`config.mk`:
```
export PLATFORM = sky130hd
export DESIGN_NAME = kolibri_mmu
export DESIGN_NICKNAME = d
export VERILOG_FILES = /design/src/rtl/kolibri_pkg.sv /design/src/rtl/kolibri_mmu_regfile.sv /design/src/rtl/kolibri_mmu.sv
export SDC_FILE = /design/constraint.sdc
export NUM_CORES = 1
export LEC_CHECK = 0
export CORE_ASPECT_RATIO = 2
export CORE_MARGIN = 2
export CORE_UTILIZATION = 48
export DETAILED_ROUTE_END_ITERATION = 10
export PLACE_DENSITY = 0.8
export REMOVE_ABC_BUFFERS = 1
export SYNTH_ARGS = -nofsm -noshare
export SYNTH_HDL_FRONTEND = slang
export SYNTH_SLANG_ARGS = --single-unit
```
`constraint.sdc`:
```
create_clock -name MHZ48 -period 2.1 [get_ports MHZ48]
set_clock_uncertainty 0.1 [all_clocks]
set_input_delay 0.42 -clock MHZ48 [delete_from_list [all_inputs] [get_ports MHZ48]]
set_output_delay 0.42 -clock MHZ48 [all_outputs]
set_load 0.05 [all_outputs]
```
`src/rtl/kolibri_pkg.sv`:
```
// rtl/kolibri_pkg.sv - shared types and constants for the kolibri memory-mapping unit
// Contents:
//   mmuState_t       task FSM states (user task, system task, armed return to user)
//   OFF_CTRL/OFF_TASK register offsets inside the 16-byte register window
//   IO_PAGE_DEFAULT  default A[15:8] of the I/O page
//   CTRL_*           bit positions inside the CTRL register
package kolibri_pkg;

    typedef enum logic [1:0] {
        S_USER  = 2'd0,
        S_SYS   = 2'd1,
        S_ARMED = 2'd2
    } mmuState_t;

    localparam logic [3:0] OFF_CTRL        = 4'h8;
    localparam logic [3:0] OFF_TASK        = 4'h9;
    localparam logic [7:0] IO_PAGE_DEFAULT = 8'hFE;

    localparam int CTRL_MAP_EN   = 0;
    localparam int CTRL_AUTO_SYS = 1;

endpackage

```
`src/rtl/kolibri_mmu_regfile.sv`:
```
// rtl/kolibri_mmu_regfile.sv - page register file, one write port and two async read ports
// Ports:
//   clk, rst            clock and asynchronous active-high reset (clears all registers)
//   we, wAddr, wData    write port, sampled on the rising clock edge
//   mapAddr, mapData    combinational read port used for address mapping
//   rbAddr, rbData      combinational read port used for CPU readback
module kolibri_mmu_regfile
    import kolibri_pkg::*;
#(
    parameter int NP    = 8,
    parameter int BW    = 8,
    parameter int IDX_W = 3
) (
    input  logic             clk,
    input  logic             rst,
    input  logic             we,
    input  logic [IDX_W-1:0] wAddr,
    input  logic [BW-1:0]    wData,
    input  logic [IDX_W-1:0] mapAddr,
    output logic [BW-1:0]    mapData,
    input  logic [IDX_W-1:0] rbAddr,
    output logic [BW-1:0]    rbData
);

    logic [BW-1:0] pageRegs [NP];

    always_ff @(posedge clk or posedge rst) begin
        if (rst) begin
            for (int i = 0; i < NP; i++) begin
                pageRegs[i] <= '0;
            end
        end else if (we) begin
            pageRegs[wAddr] <= wData;
        end
    end

    assign mapData = pageRegs[mapAddr];
    assign rbData  = pageRegs[rbAddr];

endmodule

```
`src/rtl/kolibri_mmu.sv`:
```
// rtl/kolibri_mmu.sv - 6309E memory-mapping unit with per-task page registers in the I/O page
// Ports:
//   MHZ48, RES          master clock, asynchronous active-high reset
//   E                   6309E E clock; a high->low transition is the commit point
//   A, RW, D_IN         CPU address, read/write strobe (1 = read), write data
//   D_OUT, D_OE         register readback data and bus drive enable
//   BA, BS, LIC         6309E bus status and last-instruction-cycle
//   MA, nMM             physical bank and map-mode flag (0 = map mode)
//   nSTROBE             low while an MMU register is being accessed
//   SYS                 system task active
module kolibri_mmu
    import kolibri_pkg::*;
#(
    parameter int         PAGE_BITS = 2,
    parameter int         PHYS_W    = 22,
    parameter int         TASKS     = 2,
    parameter logic [7:0] IO_PAGE   = IO_PAGE_DEFAULT,
    parameter logic [7:0] REG_BASE  = 8'h00,
    localparam int        BW        = PHYS_W - (16 - PAGE_BITS)
) (
    input  logic          MHZ48,
    input  logic          RES,
    input  logic          E,
    input  logic [15:0]   A,
    input  logic          RW,
    input  logic [7:0]    D_IN,
    output logic [7:0]    D_OUT,
    output logic          D_OE,
    input  logic          BA,
    input  logic          BS,
    input  logic          LIC,
    output logic [BW-1:0] MA,
    output logic          nMM,
    output logic          nSTROBE,
    output logic          SYS
);

    localparam int NP     = TASKS << PAGE_BITS;
    localparam int TASK_W = $clog2(TASKS);
    localparam int IDX_W  = TASK_W + PAGE_BITS;
    // Only the low byte of a page register is reachable from the 8-bit bus.
    localparam int DW     = (BW < 8) ? BW : 8;
    localparam logic [4:0] NP5 = 5'(NP);

    mmuState_t         state;
    logic              eQ;
    logic              mapEn;
    logic              autoSys;
    logic [TASK_W-1:0] userTask;

    logic              sel;
    logic              commit;
    logic              wrCommit;
    logic              pageHit;
    logic              pageWrite;
    logic              ctrlWrite;
    logic              taskWrite;
    logic              vecFetch;
    logic [3:0]        offset;
    logic [TASK_W-1:0] actTask;
    logic [BW-1:0]     mapData;
    logic [BW-1:0]     rbData;

    assign offset   = A[3:0];
    assign sel      = (A[15:8] == IO_PAGE) && (A[7:4] == REG_BASE[7:4]);
    // E is synchronous to MHZ48, so one register is enough to see its falling edge.
    assign commit   = eQ & ~E;
    assign wrCommit = commit & sel & ~RW;
    assign pageHit  = {1'b0, offset} < NP5;

    assign pageWrite = wrCommit & pageHit;
    assign ctrlWrite = wrCommit & ~pageHit & (offset == OFF_CTRL);
    assign taskWrite = wrCommit & ~pageHit & (offset == OFF_TASK);
    assign vecFetch  = commit & autoSys & BS & ~BA;

    always_ff @(posedge MHZ48 or posedge RES) begin
        if (RES) begin
            eQ       <= 1'b0;
            state    <= S_SYS;
            mapEn    <= 1'b0;
            autoSys  <= 1'b0;
            userTask <= '0;
        end else begin
            eQ <= E;
            if (ctrlWrite) begin
                mapEn   <= D_IN[CTRL_MAP_EN];
                autoSys <= D_IN[CTRL_AUTO_SYS];
            end
            // The task value is stored in every state, even when a vector
            // fetch wins the state transition in the same commit.
            if (taskWrite) begin
                userTask <= D_IN[TASK_W-1:0];
            end
            if (commit) begin
                case (state)
                    S_USER: begin
                        if (vecFetch) state <= S_SYS;
                    end
                    S_SYS: begin
                        if (!vecFetch && taskWrite) state <= S_ARMED;
                    end
                    S_ARMED: begin
                        if (vecFetch) state <= S_SYS;
                        else if (LIC) state <= S_USER;
                    end
                    default: state <= S_SYS;
                endcase
            end
        end
    end

    assign SYS     = (state != S_USER);
    assign actTask = SYS ? '0 : userTask;

    kolibri_mmu_regfile #(
        .NP    (NP),
        .BW    (BW),
        .IDX_W (IDX_W)
    ) u_regfile (
        .clk     (MHZ48),
        .rst     (RES),
        .we      (pageWrite),
        .wAddr   (offset[IDX_W-1:0]),
        .wData   (BW'(D_IN[DW-1:0])),
        .mapAddr ({actTask, A[15:16-PAGE_BITS]}),
        .mapData (mapData),
        .rbAddr  (offset[IDX_W-1:0]),
        .rbData  (rbData)
    );

    assign MA      = mapEn ? mapData : '0;
    assign nMM     = ~mapEn;
    assign nSTROBE = ~(sel & E);
    assign D_OE    = sel & E & RW;

    always_comb begin
        D_OUT = '0;
        if (pageHit) begin
            D_OUT = 8'(rbData[DW-1:0]);
        end else if (offset == OFF_CTRL) begin
            D_OUT[CTRL_MAP_EN]   = mapEn;
            D_OUT[CTRL_AUTO_SYS] = autoSys;
        end else if (offset == OFF_TASK) begin
            D_OUT    = 8'(userTask);
            D_OUT[7] = SYS;
        end
    end

endmodule

```
# Word level (Yosys, flattened, before mapping)
# Cells that the tools add are included.
[totals] elab_cells=73 reg_bits=70 out_inout_bits=20 inputBits=31
[op_classes] magnitude_cmp=4 n_mux=20 n_eq_ne=8 bitwise_logic=20 n_reduce_logical=8
[ops] cell="bitwise mux 64 bit" count=1
[ops] cell="2-to-1 mux 8 bit" count=8
[ops] cell="binary-select mux 8 bit (select 3 bit)" count=2
[ops] cell="demux 8 bit (select 3 bit)" count=1
[ops] cell="AND 1 bit" count=12
[ops] cell="2-to-1 mux 2 bit" count=5
[ops] cell="== test 4 bit (second input constant)" count=2
[ops] cell="== test 8 bit (second input constant)" count=1
[ops] cell=">= comparator 4 bit (second input constant)" count=2
[ops] cell="NOT 3 -> 4 bit" count=2
[ops] cell="2-to-1 mux 6 bit" count=1
[ops] cell="NOT 1 bit" count=6
[ops] cell="case mux 2 bit (3 select lines)" count=1
[ops] cell="zero test 4 bit" count=1
[ops] cell="< comparator 4 x 1 -> 1 bit (second input constant)" count=1
[ops] cell="< comparator 4 bit (second input constant)" count=1
[ops] cell="!= test 2 bit (second input constant)" count=2
[ops] cell="AND reduction 4 bit" count=1
[ops] cell="logical AND 1 bit" count=3
[ops] cell="!= test 3 bit (second input constant)" count=1
[ops] cell="== test 2 x 1 -> 1 bit (second input constant)" count=1
[ops] cell="== test 2 bit (second input constant)" count=1
[ops] cell="zero test 2 bit" count=1
[ops] cell="nonzero test 2 bit" count=1
[ops] cell="2 further kinds" count=2

# Longest topological paths before layout
# Gate-level depths: netlist of the first run.
[depth] depth_word=9 depth_mapped=7 depth_no_buf=4

# Modules after synthesis
# A second synthesis of the first run with hierarchy kept.
[hier_totals] cells_unflattened=260 area_unflattened_um2=4056.4
[modules_own_cells] module="kolibri_mmu_regfile" n_inst=1 seq_area_each_um2=1601.5 area_per_inst_um2=3543.4 cells_each=202
[modules_own_cells] module="kolibri_mmu" n_inst=1 seq_area_each_um2=151.4 area_per_inst_um2=513.0 cells_each=58

# Least setup slack after synthesis of the first run
# OpenSTA, ideal clock, no wires.
[synth_path] path_kind="input to output" startpoint="input A[5]" endpoint="output D_OE" required_ns=1.580 stages=3 slack_ns=-0.964 arrival_time_ns=2.544 n_path_buf=0 path_cell_list="or4_4 or4_2 nor2_1"
[synth_via] elab_chain_cells=4
[synth_rtl] item="start, declared" line="kolibri_mmu.sv:24" source="input logic [15:0] A,"
[synth_rtl] item="zero test 4 bit" line="kolibri_mmu.sv:65" source="assign sel = (A[15:8] == IO_PAGE) && (A[7:4] == REG_BASE[7:4]);"
[synth_rtl] item="logical AND 1 bit" line="kolibri_mmu.sv:65"
[synth_rtl] item="AND 1 bit (2 in a row)" line="kolibri_mmu.sv:134" source="assign D_OE = sel & E & RW;"
[synth_rtl] item="end, declared" line="kolibri_mmu.sv:28" source="output logic D_OE,"
# No other way between the ends.

# Worst setup path after layout of the first run
[layout_path] startpoint="input A[6]" endpoint="output D_OE"
# The elaborated chain is that of the path after synthesis.

==> flow_summary.yaml, run 1 <==
outcome:
  outcome: "complete, but fails checks"
  violations: "setup timing"
placement:
  place.gp.congestion: 0.889
  dp_hpwl_um: 7430
  post-place-cells: 472
  placedInstanceArea_um2: 5020
  port-buffer-count: 50
critical_path:
  cp.arrival_ns: 1.86
  endpoint: "D_OE"
  cp-start-kind: "input pin"
  worstPathMaxFanout: 2
  cp-end-kind: "primary output"
  crit_buf_inv: 2
  r2r_end: "u_regfile.pageRegs[8]$_DFFE_PP0P_"
  reg2regPathDepth: 6
  cp_cell_sequence: "buf_6 -> or4_4 -> or4_4 -> nor2_4 -> buf_12"
  criticalPathCategory: "input pin to primary output"
  worstPathRequired_ns: 1.58
  critPathTopFamily: "simple AND/OR/NAND/NOR gates"
  cp_num_cells: 5
  r2r-start: "eQ$_DFF_PP0_"
  path_common_cell: "or4_4"
  setup.worst_path.start: "A[6]"
  ff2ff_setup_slack_ns: -0.12
  crit_path_top_delay_cell: "or4_4"
  slowest_delay_ns: 0.56
layout:
  num-nets-final: 447
  diodes: 0
  fill_cells: 459
  drive_gt1_share_pct: 65.3
  finalNonFillerCells: 517
  postLayoutCellArea_um2: 5880
  syn_to_final_growth_pct: 50.2
power:
  vdd_ir_drop_max_mv: 0.750
  switchingPower_uw: 729
  power_density_nw_per_um2: 546
  power.internal_mw: 2.48
  totalPowerFinal_mw: 3.21
  comb_power_share_pct: 12.6
  p_seq_share_pct: 42.1
  pwr-share-clk_pct: 45.3
  power.leakage_nw: 2.69
  swShare_pct: 22.7
run:
  max_cap_viol_count: 0
drt:
  drtIter0Drc: 349
  wl_met2_um: 6840
  top_layer: "met4"
  met1_length_um: 4130
  routedWlPerCell_um: 25.4
  drc: 0
  num_vias: 3338
  drtAntennaViolNets: 0
  via_per_inst: 6.46
  routed_wl_um: 13100
  dr.pass1.iters: 6
  wl_met3_um: 956
die:
  start_util_pct: 49.3
  fp.dieW_um: 67.9
  design.core.area_um2: 7940
  die_h_um: 132
  rows: 46
  io_pins: 51
  die-area_um2: 8940
global_route:
  grt_pass1_vias: 3560
  grt_max_degree: 71
  grt_overflow: 0
  track_usage_pct: 30.6
  grt_pass1_wl_um: 19300
  antenna_found_initial: 0
synthesis:
  ys_top_cells_by_count: "dfrtp_1, mux2_2, nand2_1, mux4_2, a21oi_1"
  synth_ff_type: "dfrtp_1"
  ys_types: 44
  synth_most_common_cell: "dfrtp_1"
  syn_inst: 292
  yosysTopAreaCell: "dfrtp_1"
  synth_warnings: 0
  synth_top_area_share_pct: 44.1
  async_flop_share_pct: 100
  ys_seq_area_share_pct: 44.8
  synth_area_per_cell_um2: 13.4
  synth_edf_count: 0
  synthTopCellsByArea: "dfrtp_1, mux2_2, mux4_2"
  syn_area_um2: 3920
  synth-seq-cells: 70
sta:
  post-route-min-period_ns: 2.38
  holdWs_ns: 0.373
  setup_violations: 57
  finalWorstSetupSlack_ns: -0.285
  slew_headroom_pct: 66.3
  tightestPinTransition_ns: 0.498
  fmax_mhz: 419
  period_share_pct: 114
  rsz0062_at_grt: "true"
  hold_violations: 0
  maxSlewViolCount: 0
clocking:
  clock-sinks: 70
  clockBufferDepth: 2
  postCtsHoldBufs: 0
  ctsRootBufferMaster: "clkbuf_16"
  cts_tree: "built"
  cts_buffers: 9
  clkLatencyLatePin_ns: 0.33
  clk_pin_slew_ns: 0.05
  htree_levels: 3
min_path:
  hold_class: "input pin to asynchronous set/reset pin"
how the worst min path moves through the flow:
stage,endpoint,slack [ns],from
after floorplan,eQ$_DFF_PP0_,0.35,E
after global placement,state[0]$_DFFE_PP1P_,0.39,state[0]$_DFFE_PP1P_
after detailed placement,state[0]$_DFFE_PP1P_,0.40,state[0]$_DFFE_PP1P_
after CTS,eQ$_DFF_PP0_,0.37,E
after global routing,eQ$_DFF_PP0_,0.38,E
final,u_regfile.pageRegs[54]$_DFFE_PP0P_,0.37,RES
logic make-up (layout without fill, tap and decap cells):
family,count (synthesis),in the layout,synth area share (%)
AND/OR/NAND/NOR,70,70,11.7
buffers and inverters,23,152,2.88
flip-flops,70,70,44.8
AO/OA/AOI/OAI,29,29,4.63
multiplexers,100,100,36.0
final cells by class:
| type | instances | area [um^2] | share of cell area [%] |
|---|---|---|---|
| Clock buffer | 16 | 292 | 4.96 |
| Inverter | 6 | 23.8 | 0.404 |
| Multi-Input combinational cell | 199 | 2250 | 38.3 |
| Sequential cell | 70 | 1750 | 29.8 |
| Tap cell | 96 | 120 | 2.04 |
| Timing Repair Buffer | 130 | 1440 | 24.5 |
placed cells by master (no fill, tap or decap), drive strengths merged, types with 6 or more instances in the layout:
master,count
buf,107
dfrtp,69
mux2,68
nand2,28
mux4,26
clkbuf,17
a21oi,14
clkdlybuf4s50,12
nand3,11
nor2,9
dlygate4sd2,7
mux2i,6
state kept, by name, summed over array words and instances, names as in the netlist:
signal	count
mapEn	1
u_regfile.pageRegs	64
autoSys	1
userTask	1
state	2
eQ	1
metrics by stage:
| stage | setup TNS [ns] | worst slack [ns] | util, % |
|---|---|---|---|
| floorplan | -51.41 | -0.964 | - |
| global route | -6.33 | -0.299 | 74.1 |
| finish | -3.90 | -0.285 | 74.1 |
| detailed placement | -57.47 | -0.802 | 63.2 |
| global placement | -55.73 | -0.802 | 63.2 |
| CTS | -1.80 | -0.304 | 72.9 |
timing repair:
item | 4_1_cts | 5_1_grt
pin swaps | 26 | 19
setup buffers | 23 | 4
endpoints found under the setup margin | 87 | 84
resized for setup | 124 | 24
cloned | 5 | 0
power by group through the flow:
stage	Combinational (mW)	Sequential, mW	Clock [mW]
2_1_floorplan	0.0908	1.38	0
3_3_place_gp	0.316	1.38	0
3_5_place_dp	0.323	1.38	0
4_1_cts	0.386	1.35	1.48
5_1_grt	0.424	1.35	1.54
6_report	0.404	1.35	1.46
layer usage:
layer	GRT usage, %	up-vias
li1	-	1364
met1	32.8	1660
met2	47.9	218
met3	8.20	96
met4	25.8	0
met5	0	-
worst reg2reg max path, cell delays in order, from the launching register on:
cell and delay, ns:
dfrtp_1 0.33, or3b_4 0.39, nor4_4 0.32, clkbuf_16 0.19
buf_8 0.11, nand4_4 0.26, mux2_2 0.39
No activity file was read; power rests on OpenSTA's default activity.
==> inputs of run 2 (changes only) <==
CORE_MARGIN = unset   (was 2)
==> run 2 against run 1 <==
Net effect:
- first-iteration DRC count decreased by 40%
- critical endpoint unchanged
- global-route usage rose by 1.5 points
- hold slack got worse by 0.034 ns
- via count down 2.2%
- the run still ends with setup timing left
- worst setup slack gained 0.031 ns
==> flow_summary.yaml, run 2 (synthesis gave the netlist of run 1 again) <==
outcome:
  outcome: "complete, but fails checks"
  violations: "setup timing"
sta:
  tightestPinTransition_ns: 0.390
  setup_violations: 80
  finalWorstSetupSlack_ns: -0.254
  period_share_pct: 112
  hold_violations: 0
  rsz0062_at_grt: "true"
  maxSlewViolCount: 0
  holdWs_ns: 0.339
  post-route-min-period_ns: 2.35
  slew_headroom_pct: 73.9
  fmax_mhz: 425
layout:
  regArea_um2: 1750
  final_cell_mix: "dfrtp_1, mux2_2, buf_4, mux4_2, buf_6"
  final_common_cell: "dfrtp_1"
  reg_top3: "u_regfile.pageRegs: 64 flops, state: 2 flops"
  diodes: 0
  largest_register_ffs: 64
  top_register: "u_regfile.pageRegs"
  drive_gt1_share_pct: 64.5
  num-nets-final: 441
  syn_to_final_growth_pct: 48.5
  fill_cells: 452
  multiInputGateArea_um2: 2270
die:
  start_util_pct: 49.3
  design.core.area_um2: 7940
  io_pins: 51
  die-area_um2: 8550
  fp.dieW_um: 65.9
  rows: 46
  die_h_um: 130
clocking:
  postCtsHoldBufs: 0
  htree_levels: 3
  clk_pin_slew_ns: 0.05
  ctsRootBufferMaster: "clkbuf_16"
  cts_tree: "built"
  clockBufferDepth: 2
  cts_buffers: 9
  clock-sinks: 70
  clkLatencyLatePin_ns: 0.33
global_route:
  grt_max_degree: 71
  grt_pass1_wl_um: 19100
  grt_overflow: 0
  track_usage_pct: 32.1
  antenna_found_initial: 0
  grt_pass1_vias: 3502
drt:
  via_per_inst: 6.40
  routedWlPerCell_um: 25.3
  dr.pass1.iters: 5
  drc: 0
  drtIter0Drc: 208
  drtAntennaViolNets: 0
  routed_wl_um: 12900
  num_vias: 3266
critical_path:
  path_common_cell: "or4_4"
  cp-end-kind: "primary output"
  crit_path_top_delay_cell: "or4_4"
  slowest_delay_ns: 0.54
  cp-start-kind: "input pin"
  criticalPathCategory: "input pin to primary output"
  worstPathRequired_ns: 1.58
  worstPathMaxFanout: 2
  cp.arrival_ns: 1.83
  cp_cell_sequence: "buf_6 -> or4_4 -> or4_4 -> nor2_4 -> buf_12"
  crit_buf_inv: 2
  critPathTopFamily: "simple AND/OR/NAND/NOR gates"
placement:
  preCtsSetupSlack_ns: -0.820
  dp_hpwl_um: 7270
  place.gp.congestion: 0.843
  port-buffer-count: 50
power:
  vdd_ir_drop_max_mv: 0.619
  power_density_nw_per_um2: 549
  power.leakage_nw: 2.68
  totalPowerFinal_mw: 3.19
min_path:
  hold_class: "input pin to flop"
run:
  max_cap_viol_count: 0
## run 2: cell count changes in the layout (fill, tap and decap cells not counted), sizes merged
cell           change
clkbuf             -2
dlymetal6s2s       +1
buf                -6
clkdlybuf4s50      +4
clkdlybuf4s15      -2
dlygate4sd2        -3
bufbuf             +1
## run 2: timing repair
action / CTS / global route
endpoints found under the hold margin: 0 / 0
resized for setup: 111 / 23
cloned: 4 / 0
buffers inserted: 18 / 13
setup endpoints to repair: 87 / 87
pin swaps: 23 / 21
## run 2: worst reg2reg max path: stages (launching register included)
cell and delay, ns:
dfrtp_1 0.37, or3b_4 0.41, nor4_4 0.29, buf_4 0.16, buf_6 0.11, buf_4 0.12
nand4_4 0.23, mux2_4 0.38
## run 2: routing by layer
layer	vias up	GRT usage [%]	routed length, um
met4	0	27.0	851
met1	1650	34.1	4340
met3	59	6.82	886
met2	202	53.0	6840
li1	1355	-	-
met5	-	0	0
## run 2: worst paths after layout
check	startpoint	end	slack [ns]	depth (start not counted)
worst max-delay path	A[6]	D_OE	-0.25	5
worst min-delay path	E	eQ$_DFF_PP0_	0.34	1
worst max register to register	eQ$_DFF_PP0_	u_regfile.pageRegs[8]$_DFFE_PP0P_	-0.17	7
worst min register to register	u_regfile.pageRegs[19]$_DFFE_PP0P_	u_regfile.pageRegs[19]$_DFFE_PP0P_	0.43	1
min in group asynchronous	RES	u_regfile.pageRegs[38]$_DFFE_PP0P_	0.39	3
max in group asynchronous	RES	state[0]$_DFFE_PP1P_	1.17	3
## run 2: cell type report
class | instances | area share (%)
clock buffers | 15 | 4.95
inverters | 6 | 0.409
multi-input cells | 199 | 39.0
flip-flops and latches | 70 | 30.1
well taps | 96 | 2.07
repair buffers | 124 | 23.4
## run 2: stage by stage
stage	setup TNS, ns	util, %	cell area [um^2]	instances
floorplan	-51.41	-	3830	275
global placement	-56.49	62.3	4950	466
detailed placement	-59.22	62.3	4950	466
CTS	-11.32	71.7	5700	501
global route	-14.20	73.2	5810	510
finish	-11.41	73.2	5810	510
## run 2: report_power, final
| part | internal (mW) | switching, mW | leakage [nW] | total, mW |
|---|---|---|---|---|
| registers | 1.35 | 0.000959 | 0.973 | 1.35 |
| logic | 0.195 | 0.194 | 1.57 | 0.389 |
| clock network | 0.922 | 0.528 | 0.142 | 1.45 |
| total | 2.47 | 0.723 | 2.68 | 3.19 |
==> inputs of run 3 (changes only) <==
CORE_MARGIN = 2   (was unset)
CORE_UTILIZATION = 45   (was 48)
PLACE_DENSITY = 0.76   (was 0.8)
==> run 3 against run 2 <==
Net effect:
- the flow still finishes with violations (setup timing)
- largest cell class unchanged
- combinational power rose by 5.4%
- global-route usage is 4.6 points lower
- core utilization shrank 2.9 points
- register-to-register slack improved by 0.31 ns
- via count decreased by 2.2%
- cell count rose by 0.78%
- non-clock buffer count shrank 1
- clock-buffer cell count down 5
- die area rose by 11%
- cell area rose by 3.2%
- critical endpoint unchanged
- clock power rose by 30%
==> flow_summary.yaml, run 3 (synthesis gave the netlist of run 1 again) <==
layout:
  largest_register_ffs: 64
  final_common_cell: "dfrtp_1"
  finalNonFillerCells: 514
  top_register: "u_regfile.pageRegs"
  postLayoutCellArea_um2: 6000
  num-nets-final: 440
  final_cell_mix: "dfrtp_1, mux2_2, buf_4, mux4_2, buf_6"
  drive_gt1_share_pct: 67.1
  diodes: 0
  syn_to_final_growth_pct: 53.2
  final_core_util_pct: 70.3
  fill_cells: 551
  reg_top3: "u_regfile.pageRegs: 64 flops, state: 2 flops"
critical_path:
  cp-start-kind: "input pin"
  crit_path_top_delay_cell: "or4_4"
  slowest_delay_ns: 0.55
  cp_cell_sequence: "buf_6 -> or4_4 -> or4_4 -> nor2_4 -> buf_12"
  worstPathMaxFanout: 2
  worstPathRequired_ns: 1.58
  path_common_cell: "or4_4"
  crit_buf_inv: 2
  cp.arrival_ns: 1.85
  criticalPathCategory: "input pin to primary output"
  critPathTopFamily: "simple AND/OR/NAND/NOR gates"
  cp-end-kind: "primary output"
sta:
  hold_violations: 0
  finalWorstSetupSlack_ns: -0.269
  fmax_mhz: 422
  tns_ns: -10.68
  tightestPinTransition_ns: 0.432
  rsz0062_at_grt: "true"
  holdWs_ns: 0.376
  setup_violations: 81
  maxSlewViolCount: 0
  post-route-min-period_ns: 2.37
  slew_headroom_pct: 70.8
  period_share_pct: 113
clocking:
  htree_levels: 3
  postCtsHoldBufs: 0
  cts_buffers: 9
  clock-sinks: 70
  clockBufferDepth: 2
  clkLatencyLatePin_ns: 0.34
  ctsRootBufferMaster: "clkbuf_16"
  clk_pin_slew_ns: 0.06
  cts_tree: "built"
die:
  die-area_um2: 9510
  die_h_um: 136
  fp.dieW_um: 70.0
  start_util_pct: 45.9
  rows: 48
  io_pins: 51
  design.core.area_um2: 8530
placement:
  place.gp.congestion: 0.861
  dp_hpwl_um: 7760
  port-buffer-count: 50
  placedInstanceArea_um2: 4970
  post-place-cells: 473
  preCtsSetupSlack_ns: -0.848
drt:
  drtAntennaViolNets: 0
  drtIter0Drc: 164
  routedWlPerCell_um: 24.4
  num_vias: 3193
  routed_wl_um: 12600
  via_per_inst: 6.21
  drc: 0
  dr.pass1.iters: 4
run:
  max_cap_viol_count: 0
power:
  power_density_nw_per_um2: 608
  vdd_ir_drop_max_mv: 0.789
  power.leakage_nw: 2.71
  totalPowerFinal_mw: 3.65
outcome:
  outcome: "complete, but fails checks"
  violations: "setup timing"
min_path:
  hold_class: "input pin to asynchronous set/reset pin"
global_route:
  grt_pass1_vias: 3546
  grt_max_degree: 71
  grt_overflow: 0
  track_usage_pct: 27.6
  grt_pass1_wl_um: 19200
  antenna_found_initial: 0
## run 3: area by class of cell
class	count	area (um^2)	share of cell area (%)
Timing Repair Buffer	123	1400	23.4
Sequential cell	70	1750	29.2
Clock buffer	10	239	3.98
Tap cell	100	125	2.09
Clock inverter	6	133	2.21
Multi-Input combinational cell	199	2320	38.7
Inverter	6	23.8	0.396
## run 3: power breakdown
group | switching (mW) | total (mW) | internal [mW]
sequential | 0.000561 | 1.35 | 1.35
clock | 0.579 | 1.89 | 1.31
combinational | 0.198 | 0.410 | 0.212
total | 0.778 | 3.65 | 2.87
## run 3: repair_timing
action / in CTS / in global routing
setup buffers: 22 / 2
endpoints found under the setup margin: 87 / 87
gates cloned: 4 / 0
pin swaps: 27 / 24
gates resized for setup: 116 / 36
## run 3: tightest hold or removal path, delay by kind of cell
kind                   cells  cell delay (ns)
buffers and inverters      3             0.80
## run 3: path summary, 6_finish.rpt
kind,from,to,slack (ns),depth (start not counted)
setup / recovery,A[7],D_OE,-0.27,5
min in group MHZ48,u_regfile.pageRegs[13]$_DFFE_PP0P_,u_regfile.pageRegs[13]$_DFFE_PP0P_,0.43,1
hold / removal,RES,u_regfile.pageRegs[62]$_DFFE_PP0P_,0.38,3
max in group asynchronous,RES,state[0]$_DFFE_PP1P_,1.20,3
hold reg to reg,u_regfile.pageRegs[13]$_DFFE_PP0P_,u_regfile.pageRegs[13]$_DFFE_PP0P_,0.43,1
setup reg to reg,eQ$_DFF_PP0_,u_regfile.pageRegs[20]$_DFFE_PP0P_,0.14,6
## run 3: layer usage
layer | track usage (%) | wire, um | share of wire (%)
met2 | 48.4 | 6820 | 54
met3 | 4.23 | 685 | 5.5
met5 | 0 | 0 | 0
met1 | 28.8 | 4210 | 34
met4 | 21.8 | 842 | 6.7
